==> src/rtl/hazard_control_unit.sv <==
// rtl/hazard_control_unit.sv - pipeline hazard stall/flush/freeze controller
//
// Purpose: decides, every cycle, which pipeline registers advance, which are
// loaded with a NOP, and when MEM/WB receives a bubble. It covers three cases:
// load-use hazards (1..LOAD_BUBBLES bubble cycles), taken branches resolved in
// EX (flush IF/ID and ID/EX), and data-memory wait states (freeze the whole
// pipe). It also counts the cycles in which the PC was held.
//
// Ports:
//   clk, rst                      clock, synchronous active-high reset
//   id_rs, id_rt                  ID-stage source register addresses
//   id_uses_rs, id_uses_rt        ID instruction really reads that source
//   ex_rd                         EX-stage destination register
//   ex_mem_read, ex_reg_write     EX instruction is a load / writes ex_rd
//   ex_branch_taken               EX resolved a taken branch/jump this cycle
//   mem_req, mem_ready            MEM stage access pending / completes now
//   pc_en, ifid_en, idex_en,
//   exmem_en                      pipeline register write enables
//   ifid_flush, idex_flush        load NOP into IF/ID, ID/EX
//   memwb_bubble                  load NOP into MEM/WB
//   lu_active                     controller is inside a multi-cycle load-use stall
//   stall_cycles                  saturating count of cycles with pc_en low

module hazard_control_unit #(
    parameter int LOAD_BUBBLES = 1
) (
    input  logic        clk,
    input  logic        rst,
    input  logic [1:0]  id_rs,
    input  logic [1:0]  id_rt,
    input  logic        id_uses_rs,
    input  logic        id_uses_rt,
    input  logic [1:0]  ex_rd,
    input  logic        ex_mem_read,
    input  logic        ex_reg_write,
    input  logic        ex_branch_taken,
    input  logic        mem_req,
    input  logic        mem_ready,
    output logic        pc_en,
    output logic        ifid_en,
    output logic        idex_en,
    output logic        exmem_en,
    output logic        ifid_flush,
    output logic        idex_flush,
    output logic        memwb_bubble,
    output logic        lu_active,
    output logic [15:0] stall_cycles
);

    // The first bubble is issued from RUN; LU_STALL covers the remaining ones.
    localparam logic [1:0] LU_CNT_INIT  = 2'(LOAD_BUBBLES - 1);
    localparam bit         MULTI_BUBBLE = (LOAD_BUBBLES > 1);

    typedef enum logic {
        ST_RUN      = 1'b0,
        ST_LU_STALL = 1'b1
    } state_t;

    state_t      r_state;
    state_t      w_next_state;
    logic [1:0]  r_lu_cnt;
    logic [1:0]  w_next_lu_cnt;
    logic [15:0] r_stall_cycles;

    logic w_load_use;
    logic w_mem_wait;

    logic w_pc_en;
    logic w_ifid_en;
    logic w_idex_en;
    logic w_exmem_en;
    logic w_ifid_flush;
    logic w_idex_flush;
    logic w_memwb_bubble;

    assign w_load_use = ex_mem_read & ex_reg_write &
                        ((id_uses_rs & (id_rs == ex_rd)) |
                         (id_uses_rt & (id_rt == ex_rd)));

    assign w_mem_wait = mem_req & ~mem_ready;

    // State register
    always_ff @(posedge clk) begin
        if (rst) begin
            r_state  <= ST_RUN;
            r_lu_cnt <= 2'd0;
        end else begin
            r_state  <= w_next_state;
            r_lu_cnt <= w_next_lu_cnt;
        end
    end

    // Next-state logic. A memory wait freezes the FSM exactly where it is.
    always_comb begin
        w_next_state  = r_state;
        w_next_lu_cnt = r_lu_cnt;
        if (!w_mem_wait) begin
            case (r_state)
                ST_RUN: begin
                    // A taken branch squashes the dependent ID instruction,
                    // so the hazard never materialises.
                    if (!ex_branch_taken && w_load_use && MULTI_BUBBLE) begin
                        w_next_state  = ST_LU_STALL;
                        w_next_lu_cnt = LU_CNT_INIT;
                    end
                end
                ST_LU_STALL: begin
                    if (r_lu_cnt == 2'd1) begin
                        w_next_state  = ST_RUN;
                        w_next_lu_cnt = 2'd0;
                    end else begin
                        w_next_lu_cnt = r_lu_cnt - 2'd1;
                    end
                end
                default: begin
                    w_next_state  = ST_RUN;
                    w_next_lu_cnt = 2'd0;
                end
            endcase
        end
    end

    // Output logic, in priority order: reset, memory wait, ongoing load-use
    // stall (EX holds a bubble, so a branch there is meaningless), taken
    // branch, new load-use hazard, normal flow.
    always_comb begin
        w_pc_en        = 1'b1;
        w_ifid_en      = 1'b1;
        w_idex_en      = 1'b1;
        w_exmem_en     = 1'b1;
        w_ifid_flush   = 1'b0;
        w_idex_flush   = 1'b0;
        w_memwb_bubble = 1'b0;
        if (rst) begin
            w_pc_en        = 1'b0;
            w_ifid_en      = 1'b0;
            w_idex_en      = 1'b0;
            w_exmem_en     = 1'b0;
            w_ifid_flush   = 1'b1;
            w_idex_flush   = 1'b1;
            w_memwb_bubble = 1'b1;
        end else if (w_mem_wait) begin
            w_pc_en        = 1'b0;
            w_ifid_en      = 1'b0;
            w_idex_en      = 1'b0;
            w_exmem_en     = 1'b0;
            w_memwb_bubble = 1'b1;
        end else if (r_state == ST_LU_STALL) begin
            w_pc_en      = 1'b0;
            w_ifid_en    = 1'b0;
            w_idex_flush = 1'b1;
        end else if (ex_branch_taken) begin
            w_ifid_flush = 1'b1;
            w_idex_flush = 1'b1;
        end else if (w_load_use) begin
            w_pc_en      = 1'b0;
            w_ifid_en    = 1'b0;
            w_idex_flush = 1'b1;
        end
    end

    // A flush always wins over the write enable of the same register.
    assign pc_en        = w_pc_en;
    assign ifid_en      = w_ifid_en & ~w_ifid_flush;
    assign idex_en      = w_idex_en & ~w_idex_flush;
    assign exmem_en     = w_exmem_en;
    assign ifid_flush   = w_ifid_flush;
    assign idex_flush   = w_idex_flush;
    assign memwb_bubble = w_memwb_bubble;
    assign lu_active    = ~rst & (r_state == ST_LU_STALL);

    always_ff @(posedge clk) begin
        if (rst) begin
            r_stall_cycles <= 16'd0;
        end else if (!w_pc_en && (r_stall_cycles != 16'hFFFF)) begin
            r_stall_cycles <= r_stall_cycles + 16'd1;
        end
    end

    assign stall_cycles = r_stall_cycles;

endmodule

==> config.mk <==
export PLATFORM = sky130hd
export DESIGN_NAME = hazard_control_unit
export DESIGN_NICKNAME = d
export VERILOG_FILES = /design/src/rtl/hazard_control_unit.sv
export SDC_FILE = /design/constraint.sdc
export NUM_CORES = 1
export LEC_CHECK = 0
export CORE_UTILIZATION = 40
export CTS_BUF_LIST = sky130_fd_sc_hd__clkbuf_16
export CTS_CLUSTER_SIZE = 16
export DETAILED_ROUTE_END_ITERATION = 8
export PLACE_DENSITY = 0.75
export SYNTH_ARGS = -nofsm -noshare
export SYNTH_HDL_FRONTEND = slang
export SYNTH_SLANG_ARGS = --single-unit
==> constraint.sdc <==
create_clock -name clk -period 2.3 [get_ports clk]
set_input_delay 0.69 -clock clk [delete_from_list [all_inputs] [get_ports clk]]
set_output_delay 0.69 -clock clk [all_outputs]
set_load 0.05 [all_outputs]
* Yosys cells after proc, flatten, opt, wreduce, memory -nomap -nowiden
Cells that the tools add are included.
W data, S select, Z words.
** Word-level totals
- Bits in registers :: 19
- Bits in latches :: 0
- RAM bits :: 0
- Bits in read-only memories :: 0
- Output and inout bits :: 24
- Memories kept :: 0
** Operators by class
- Add/subtract/negate cells :: 2
- Multiply operators :: 0
- Divide/modulo/power cells :: 0
- Order comparisons :: 0
- Eq/ne operators :: 4
- Shift-type cells :: 0
- Multiplexer cells :: 21
- Bitwise logic cells :: 14
- Reductions and logical operators :: 3
** Operators with widths (count)
- $mux W1 :: 20
- $add A16 B1 Y16 const B :: 1
- $ne A16 B16 Y1 const B :: 1
- $and A1 B1 Y1 :: 8
- $not A1 Y1 :: 5
- $eq A2 B2 Y1 :: 2
- $eq A2 B1 Y1 const B :: 1
- $mux W2 :: 1
- $reduce_and A2 Y1 :: 1
- $sub A2 B1 Y2 const B :: 1
- $logic_and A1 B1 Y1 :: 1
- $logic_not A1 Y1 :: 1
- $or A1 B1 Y1 :: 1

* Longest topological paths before layout
- Depth after elaboration :: 11
- Gate-level depth with buffers :: 7
- Gate-level depth less buffers :: 6

* Worst setup path before layout
No wires, ideal clock.
- Path type :: input to output
- Start :: in rst
- End :: out idex_en
- Arrival time :: 3156 ps
- Data required time :: 1610 ps
- Setup slack :: -1546 ps
- Cell stages on the path :: 6
- Cell sequence :: buf_2 nor2_1 and4_1 buf_2 buf_2 nor2b_1
** On the way
- Elaborated cells between the ends (all ways) :: 4
- Those cells by class :: mux (2); bitwise (2)
** RTL lines
- start, declared :: line 28 : input logic rst,
- $mux W1
- named net exmem_en :: line 42 : output logic exmem_en,
- $and A1 B1 Y1 :: line 165 : assign idex_en = w_idex_en & ~w_idex_flush;
- end, declared :: line 41 : output logic idex_en,
The timed path passes the listed nets, and every way through them passes these cells.

* Worst setup path in the final report
- Start :: in ex_reg_write
- End :: out ifid_en
** On the way
- Word-level cells in the longest chain between the ends :: 8
** RTL lines
- start, declared :: line 35 : input logic ex_reg_write,
- $and A1 B1 Y1 (2 in series) :: line 76 : assign w_load_use = ex_mem_read & ex_reg_write &
- $mux W1 :: line 155 : end else if (w_load_use) begin
- $mux W1 :: line 152 : end else if (ex_branch_taken) begin
- $mux W1 :: line 148 : end else if (r_state == ST_LU_STALL) begin
- $mux W1 :: line 142 : end else if (w_mem_wait) begin
- $mux W1 :: line 134 : if (rst) begin
- $and A1 B1 Y1 :: line 164 : assign ifid_en = w_ifid_en & ~w_ifid_flush;
- end, declared :: line 40 : output logic ifid_en,
Every way passes these cells.

==> out/summary.txt <==
Crit-path cells: buf_6 > and3b_1 > nand4_1 > and4_4 > nor2b_4 > buf_12
CTS tree: yes
Sw Share: 26.2%
Asr flop ratio synth: 0%
First-pass GRT wire length: 4810 um
Endpoints failing hold: 0
EDFF count, synth: 0
Rel. slew slack: 66.2%
Via/cell ratio: 5.76
Final wirelength: 2990 um
Antenna Cells: 0
DRT iter0 DRCs: 21
Syn Area/Cell: 8.24 um2
Final total power: 0.914 mW
Data arrival time of the critical path: 1.63 ns
Main area contributors after synthesis: dfxtp_1 34%, a21oi_1 5.9%, mux2_2 5.1%
CP endpoint kind: output pin
Placed cell count: 203
Flip-flop and latch area: 380 um2
Share of layout cells above drive strength 1: 32.8%
Vias in the first global route: 1,117
Die area: 2980 um2
Top cells by count, synth: 19 x dfxtp_1, 13 x a21oi_1, 10 x nor2_1
Die height: 54.6 um
Top FF cell, synth: dfxtp_1
Gpl congestion: 0.764
Share of power burned in registers: 37.0%
Final setup viols: 3
Worst Skew: 0.00500 ns
Area of the core: 2540 um2
R2R depth: 6
Io pins: 39
Reg2reg end: stall_cycles[6]
Initial core utilization: 43.4%
Worst-Margin Slew: 0.506 ns
WL/cell: 14.2 um
Failing checks: setup timing
H-tree Lvls: 1
Die W: 54.6 um
Final number of max-transition violations: 0
Row Count: 18
Port buffer count: 38
P_sw: 0.239 mW
Final min period: 2.32 ns
Min-Delay Endpoint: r_lu_cnt[1]
Setup slack after layout: -0.0201 ns
Filler instances: 194
CTS clk-pin slew, worst paths: 0.06 ns
Clock network power share: 39.7%
RSZ-0062 raised after global routing: true
Setup WS pre-CTS: -0.515 ns
# DRC: 0
Clock tree root buffer cell: clkbuf_16
Max VDD drop: 0.000438 V
Pin count of the biggest net entering global routing: 22
Slowest CP cell: and4_4
Synth top area share: 34.4%
Pwr Density: 492 nW/um2
Status: finished with violations
Total of max-cap violations: 0
Synth Register Bits: 19
Logic pwr share: 23.3%
Synth area leader: dfxtp_1
Syn nets: 151
Hold Crit Depth: 2
TritonRoute pass-1 iters: 4
Pint: 0.674 mW
CP Launch Type: input pin
Initial antenna violation count: 0
Vias post-DR: 1,210
Synth cell types: 35
Total Nets Final: 198
Clk sinks: 19
Clock latency on the worst-skew pair: 0.25 ns
P_leak: 0.686 nW
Final worst path period share: 101%
Reg2Reg Setup Slack: 0.42 ns
Most common cell in the netlist: dfxtp_1
CTS Hold Buffers Added: 0
Layout Cells excl Fill: 210
Hold Crit Class: register to register
TritonCTS buffer count: 3
Worst Hold Launch: r_lu_cnt[1]
HPWL Detailed: 2180 um
Register area share after synthesis: 34.4%
Critical Path Fanout Max: 4
Gr ovfl total: 0
Achievable frequency: 431 MHz
Clock Path Buffers: 2
Synth warn: 0
Area Growth Syn to Fin: 68.1%
Antenna-violating nets left: 0
Cell count after synthesis: 134
Global Route Usage Sum: 22.7%
Critical path class: input pin to output pin
Synthesized cell area: 1100 um2
Post-route setup TNS: -0.0484 ns
Critical Path RT: 1.61 ns
FF-to-FF Start: stall_cycles[0]
Multi-input gate area: 787 um2
Critical path's largest stage delay: 0.26 ns
## metrics by stage
stage	util [%]	area [um2]	hold slack (ns)
global placement	66.0	1680	0.443
finish	73.0	1860	0.462
global route	73.0	1860	0.489
CTS	72.5	1850	0.463
floorplan	-	1170	0.436
detailed placement	66.0	1680	0.457
## power groups by stage
stage                     logic (mW)  clock network [mW]  registers (mW)
after floorplan               0.0877                   0           0.359
final                          0.213               0.363           0.338
after global placement         0.186                   0           0.346
after global routing           0.224               0.377           0.339
after CTS                      0.210               0.365           0.338
after detailed placement       0.189                   0           0.346
## cell type report
| class | count | share of cell area (%) |
|---|---|---|
| inverters | 4 | 0.809 |
| clock buffers | 3 | 4.04 |
| clock inverters | 1 | 0.270 |
| multi-input cells | 103 | 42.4 |
| repair buffers | 50 | 30.0 |
| flip-flops and latches | 19 | 20.5 |
| well taps | 30 | 2.02 |
## sequential cells by signal, summed over array words and instances, names as in the netlist
| signal | cells |
|---|---|
| r_lu_cnt | 2 |
| r_state | 1 |
| stall_cycles | 16 |
## logic make-up after synthesis
group                      synth area share (%)
AOI/OAI and AO/OA                          16.6
xor gates and xnor gates                   3.17
adders and majority gates                  2.26
buffers and inverters                      5.10
DFF                                        34.4
muxes                                      5.10
and+or+nand+nor                            33.3
## layout by cell type (no fill, tap or decap), types with 7 or more instances in the layout
cell and instances:
nor2_1 8, dfxtp_1 19, nand2_1 7, buf_12 9, a21oi_1 13, buf_6 7
o31ai_1 7, clkdlybuf4s50_1 16, nand3_1 7, buf_4 12, nand4_1 7
## per-layer routing
metal  track usage, %  share of wire [%]  up-vias
li1                 -                  -      591
met1             24.1                 38      575
met2             43.3                 54       37
met3             3.61                4.8        7
met4             9.83                3.0        0
met5                0                  0        -
## worst max path at each step
stage / start / end / slack (ns) / cells after the start
floorplan: mem_req / idex_en / -0.40 / 6
global placement: ex_branch_taken / ifid_en / -0.45 / 6
detailed placement: ex_rd[1] / stall_cycles[6] / -0.51 / 7
CTS: ex_rd[0] / idex_flush / -0.05 / 7
global route: ex_reg_write / ifid_en / -0.05 / 6
finish: ex_reg_write / ifid_en / -0.02 / 6
## worst max-delay path: cells and delay by family
kind                   cells  cell delay [ns]
buffers and inverters      2             0.23
and+or+nand+nor            4             0.70
## timing repair
| item | CTS | global route |
|---|---|---|
| hold endpoints to repair | 0 | 0 |
| resized for setup | 70 | 7 |
| buffers inserted | 2 | 1 |
| setup endpoints to repair | 20 | 6 |
| pin swaps | 14 | 3 |
No activity file was read; power rests on OpenSTA's default activity.
